<file path="config.mk">
export PLATFORM = sky130hd
export DESIGN_NAME = decode_execute_pipe
export DESIGN_NICKNAME = d
export VERILOG_FILES = /design/src/rtl/decode_execute_pipe.sv
export SDC_FILE = /design/constraint.sdc
export NUM_CORES = 1
export LEC_CHECK = 0
export ABC_CLOCK_PERIOD_IN_PS = 4630
export CAP_MARGIN = 20
export CORE_MARGIN = 2
export CORE_UTILIZATION = 40
export CTS_BUF_LIST = sky130_fd_sc_hd__clkbuf_4
export DETAILED_ROUTE_END_ITERATION = 8
export MAX_ROUTING_LAYER = met4
export PLACE_DENSITY = 0.79
export SLEW_MARGIN = 40
export SYNTH_ARGS = -nofsm -noshare
export SYNTH_HDL_FRONTEND = slang
export SYNTH_SLANG_ARGS = --single-unit
</file>
<file path="constraint.sdc">
create_clock -name clk -period 4.63 [get_ports clk]
set_input_delay 0.926 -clock clk [delete_from_list [all_inputs] [get_ports clk]]
set_output_delay 0.926 -clock clk [all_outputs]
set_load 0.02 [all_outputs]
</file>
<file path="src/rtl/decode_execute_pipe.sv">
// decode_execute_pipe
//   Decode-to-execute pipeline register with a valid/ready handshake and a
//   2-entry buffer (output register plus one skid entry). While an
//   instruction waits in either entry, its source operands are refreshed
//   from the writeback port so a stalled instruction never carries a stale
//   register value.
//
// Handshake: a transfer happens on a rising edge where valid && ready are
//   both high. in_ready = !skid_valid, taken from registered state only, so
//   there is no combinational path from out_ready to in_ready. The producer
//   may change its payload only after a transfer.
//
// Ports:
//   clk, rst            clock, synchronous active-high reset
//   flush               drop every held and incoming instruction
//   in_valid/in_ready   decode side handshake
//   in_pc .. in_ctrl    decode payload (operands, addresses, control bundle)
//   wb_en/wb_rd/wb_data writeback port used for operand refresh
//   out_valid/out_ready execute side handshake
//   out_pc .. out_ctrl  registered payload, all-zero when out_valid=0
//   stall_cnt/flush_cnt performance counters
//
// Configuration:
//   DECODE_EXECUTE_PIPE_PERF_EN  when defined, stall_cnt and flush_cnt are
//   saturating counters; otherwise both are tied to 0.
module decode_execute_pipe #(
  parameter int DATA_W = 32,
  parameter int REG_AW = 5,
  parameter int CTRL_W = 14,
  parameter int CNT_W  = 16
) (
  input  logic              clk,
  input  logic              rst,
  input  logic              flush,
  input  logic              in_valid,
  output logic              in_ready,
  input  logic [DATA_W-1:0] in_pc,
  input  logic [DATA_W-1:0] in_pc_plus4,
  input  logic [DATA_W-1:0] in_rd1,
  input  logic [DATA_W-1:0] in_rd2,
  input  logic [DATA_W-1:0] in_imm,
  input  logic [REG_AW-1:0] in_rs1,
  input  logic [REG_AW-1:0] in_rs2,
  input  logic [REG_AW-1:0] in_rd,
  input  logic [CTRL_W-1:0] in_ctrl,
  input  logic              wb_en,
  input  logic [REG_AW-1:0] wb_rd,
  input  logic [DATA_W-1:0] wb_data,
  output logic              out_valid,
  input  logic              out_ready,
  output logic [DATA_W-1:0] out_pc,
  output logic [DATA_W-1:0] out_pc_plus4,
  output logic [DATA_W-1:0] out_rd1,
  output logic [DATA_W-1:0] out_rd2,
  output logic [DATA_W-1:0] out_imm,
  output logic [REG_AW-1:0] out_rs1,
  output logic [REG_AW-1:0] out_rs2,
  output logic [REG_AW-1:0] out_rd,
  output logic [CTRL_W-1:0] out_ctrl,
  output logic [CNT_W-1:0]  stall_cnt,
  output logic [CNT_W-1:0]  flush_cnt
);

  typedef struct packed {
    logic [DATA_W-1:0] pc;
    logic [DATA_W-1:0] pc_plus4;
    logic [DATA_W-1:0] rd1;
    logic [DATA_W-1:0] rd2;
    logic [DATA_W-1:0] imm;
    logic [REG_AW-1:0] rs1;
    logic [REG_AW-1:0] rs2;
    logic [REG_AW-1:0] rd;
    logic [CTRL_W-1:0] ctrl;
  } entry_t;

  entry_t out_q, skid_q;
  logic   out_valid_q, skid_valid_q;
  entry_t in_e, in_byp, out_byp, skid_byp;
  logic   accept, load_out;

  // Writeback refresh. Register 0 is hard-wired and never refreshed. Empty
  // entries are held at zero (rs1=rs2=0), so they can never match either.
  function automatic entry_t bypass(input entry_t e, input logic en,
                                    input logic [REG_AW-1:0] rd,
                                    input logic [DATA_W-1:0] data);
    entry_t r;
    r = e;
    if (en && (rd != '0)) begin
      if (e.rs1 == rd) r.rd1 = data;
      if (e.rs2 == rd) r.rd2 = data;
    end
    return r;
  endfunction

  always_comb begin
    in_e          = '0;
    in_e.pc       = in_pc;
    in_e.pc_plus4 = in_pc_plus4;
    in_e.rd1      = in_rd1;
    in_e.rd2      = in_rd2;
    in_e.imm      = in_imm;
    in_e.rs1      = in_rs1;
    in_e.rs2      = in_rs2;
    in_e.rd       = in_rd;
    in_e.ctrl     = in_ctrl;
  end

  assign in_byp   = bypass(in_e,   wb_en, wb_rd, wb_data);
  assign out_byp  = bypass(out_q,  wb_en, wb_rd, wb_data);
  assign skid_byp = bypass(skid_q, wb_en, wb_rd, wb_data);

  assign in_ready = !skid_valid_q;
  assign accept   = in_valid && in_ready;
  // Output register may take a new entry when empty or being consumed.
  assign load_out = !out_valid_q || out_ready;

  always_ff @(posedge clk) begin
    if (rst || flush) begin
      out_valid_q  <= 1'b0;
      skid_valid_q <= 1'b0;
      out_q        <= '0;
      skid_q       <= '0;
    end else if (load_out) begin
      if (skid_valid_q) begin
        // in_ready is low while the skid is full, so nothing new arrives.
        out_q        <= skid_byp;
        out_valid_q  <= 1'b1;
        skid_q       <= '0;
        skid_valid_q <= 1'b0;
      end else if (accept) begin
        out_q       <= in_byp;
        out_valid_q <= 1'b1;
      end else begin
        out_q       <= '0;
        out_valid_q <= 1'b0;
      end
    end else begin
      out_q <= out_byp;
      if (accept) begin
        skid_q       <= in_byp;
        skid_valid_q <= 1'b1;
      end else begin
        skid_q <= skid_byp;
      end
    end
  end

  assign out_valid    = out_valid_q;
  assign out_pc       = out_q.pc;
  assign out_pc_plus4 = out_q.pc_plus4;
  assign out_rd1      = out_q.rd1;
  assign out_rd2      = out_q.rd2;
  assign out_imm      = out_q.imm;
  assign out_rs1      = out_q.rs1;
  assign out_rs2      = out_q.rs2;
  assign out_rd       = out_q.rd;
  assign out_ctrl     = out_q.ctrl;

`ifdef DECODE_EXECUTE_PIPE_PERF_EN
  logic [CNT_W-1:0] stall_q, flush_q;

  always_ff @(posedge clk) begin
    if (rst) begin
      stall_q <= '0;
      flush_q <= '0;
    end else begin
      if (out_valid_q && !out_ready && (stall_q != '1)) stall_q <= stall_q + 1'b1;
      if (flush && (out_valid_q || skid_valid_q) && (flush_q != '1))
        flush_q <= flush_q + 1'b1;
    end
  end

  assign stall_cnt = stall_q;
  assign flush_cnt = flush_q;
`else
  assign stall_cnt = '0;
  assign flush_cnt = '0;
`endif

endmodule
</file>
==> impl_metrics.env <==
export IMPL_drt_initial_drc_count=2422
export IMPL_fin_total_pwr_mw=7.31
export IMPL_path_max_fanout=52
export IMPL_initial_core_util_pct=40.7
export IMPL_dieHeight_um=217
export IMPL_clock_latency_ps=870
export IMPL_rows=77
export IMPL_utilization_pct=53.3
export IMPL_syn_avg_cell_area_um2=8.59
export IMPL_rrSetupSlack_ps=2150
export IMPL_vias=19600
export IMPL_ant_nets=0
export IMPL_cp_start_kind="flip-flop"
export IMPL_yosys_cell_types_count=37
export IMPL_track_usage_pct=29.1
export IMPL_seq_area_frac_synth_pct=42.1
export IMPL_route_detailed_drc=0
export IMPL_yosys_warnings=0
export IMPL_nFillCells=3977
export IMPL_grt_start_max_net_pins=184
export IMPL_coreArea_mm2=0.0444
export IMPL_p_leak_nw=8.11
export IMPL_cts_setup_buffers=0
export IMPL_min_path_type="flip-flop to flip-flop"
export IMPL_wl_per_cell_um=22.5
export IMPL_dr_pass1_iters=9
export IMPL_status="finished clean"
export IMPL_min_period_ps=3290
export IMPL_grt_pass1_wl_mm=107
export IMPL_finalWirelength_mm=69.5
export IMPL_place_congestion=0.928
export IMPL_hold_viol=0
export IMPL_ctsHoldBuffers=0
export IMPL_dp_hpwl_mm=41.6
export IMPL_maxCapViolCount=0
export IMPL_die_x_um=217
export IMPL_drive_gt1_share_pct=10.9
export IMPL_ctsHtreeMaxLevel=3
export IMPL_p_per_area_mw_per_mm2=309
export IMPL_netlist_area_mm2=0.0181
export IMPL_cts_resized=0
export IMPL_dieArea_mm2=0.0469
export IMPL_grt_setup_unrepaired="false"
export IMPL_ir_worst_vdd_mv=0.231
export IMPL_syn_inst=2103
export IMPL_setup_viol=0
export IMPL_fin_ws_ps=1340
export IMPL_design_area_mm2=0.0237
export IMPL_cts_buffers=101
export IMPL_antenna_found_initial=9
export IMPL_grt_overflow=0
export IMPL_skew_ps=70.4
export IMPL_clock_path_buffers=3
export IMPL_worstPathRequired_ps=3700
export IMPL_path_clk_slew_ps=60
export IMPL_cts_sinks=380
export IMPL_timing_final_crit_share_pct=71.1
export IMPL_cp_end_kind="primary output"
export IMPL_pre_cts_slack_ps=766
export IMPL_vias_per_cell=6.35
export IMPL_cts_tree="done"
export IMPL_fmax_mhz=304
export IMPL_portBuffers=422
export IMPL_critical_path_class="flip-flop to primary output"
export IMPL_num_io_pins=455
export IMPL_critPathArrivalTime_ps=2370
export IMPL_placed_cell_area_mm2=0.0224
export IMPL_ys_ff_latch=380
export IMPL_area_growth_pct=30.9
export IMPL_final_nets=2653
export IMPL_cts_root_buf="clkbuf_4"
export IMPL_slew_violations=0
export IMPL_slew_headroom_pct=42.3
export IMPL_fin_tns_setup_ps=0
export IMPL_first_global_vias=19500
export IMPL_worst_slew_pin_slew_ps=865
==> cells by family (layout without fill, tap and decap cells) <==
logic type / after synthesis / in the layout / synth area share (%)
simple gates: 733 / 733 / 18.7
compound gates: 576 / 576 / 25.5
flops: 380 / 380 / 42.1
buf+inv: 319 / 670 / 8.27
mux: 64 / 64 / 3.99
xor+xnor: 30 / 30 / 1.45
other cells: 1 / 43 / 0.0207
==> layer usage <==
layer,global-route usage [%],wire [um]
met3,10.2,9750
met2,44.5,31700
met4,14.8,3020
met1,33.8,25100
met5,-,0
==> power by group <==
part	switching [mW]	leakage, nW	total (mW)	internal [mW]
Combinational	0.589	4.32	1.03	0.436
Sequential	0.0470	3.08	3.38	3.34
Clock	1.44	0.716	2.90	1.46
Total	2.08	8.11	7.31	5.23
==> registers in the layout, summed over array words and instances, names as in the netlist <==
name	flops
out_ctrl	14
out_imm	32
out_pc	32
out_pc_plus4	32
out_rd	5
out_rd1	32
out_rd2	32
out_rs1	5
out_rs2	5
out_valid	1
skid_byp	125
skid_q	64
skid_valid_q	1
==> cell type report <==
class	instances	area [um^2]	area share (%)
well taps	592	741	3.13
repair buffers	470	4770	20.2
flip-flops and latches	380	7610	32.2
clock inverters	24	131	0.555
clock buffers	143	1070	4.54
multi-input cells	1435	9180	38.8
inverters	33	124	0.523
diodes	11	27.5	0.116
==> worst paths after layout <==
kind,depth (start not counted),end,start
worst max-delay path,2,in_ready,skid_valid_q
worst min-delay path,1,skid_byp[158],skid_byp[158]
worst max register to register,5,out_rd2[6],skid_valid_q
worst min register to register,1,skid_byp[158],skid_byp[158]
==> layout by cell type (no fill, tap or decap), drive strengths merged, types with 35 or more instances in the layout <==
cell           netlist  final
nor3               129    129
clkbuf             178    143
mux2                64     64
a31oi              129    129
clkdlybuf4s50        0    422
a211oi              64     64
a22o               125    125
nand2              231    231
dfxtp              380    380
inv                 33     35
nor2               160    160
a311oi              64     64
nor4               130    130
nand3               70     70
buf                108     48
a221oi             125    125
==> cell usage after synthesis (all sizes together) <==
cell type,count,area [um^2]
dfxtp,380,7610
nand2,231,867
clkbuf,178,668
nor2,160,601
nor4,130,813
a31oi,129,807
nor3,129,657
a221oi,125,1090
a22o,125,1090
buf,108,703
nand3,70,355
a211oi,64,480
a311oi,64,561
mux2,64,721
inv,33,124
a22oi,32,240
a2bb2oi,31,272
xnor2,25,219
xor2,5,43.8
or3,4,25.0
nor2b,3,18.8
or4,3,26.3
a21oi,2,10.0
nand2b,2,12.5
conb,1,3.75
o21a,1,7.51
o21ai,1,16.3
o2bb2a,1,10.0
o31a,1,8.76
or2,1,6.26
==> through the flow <==
step	instances	hold slack, ps
after floorplan	2134	443
after global placement	2908	456
after detailed placement	2908	455
after CTS	3075	478
after global routing	3086	487
final	3088	475
==> worst max-delay path: stages (launching register included) <==
cell	delay, ps
dfxtp_4	790
inv_1	160
clkdlybuf4s50_1	590
No activity file was read; power rests on OpenSTA's default activity.
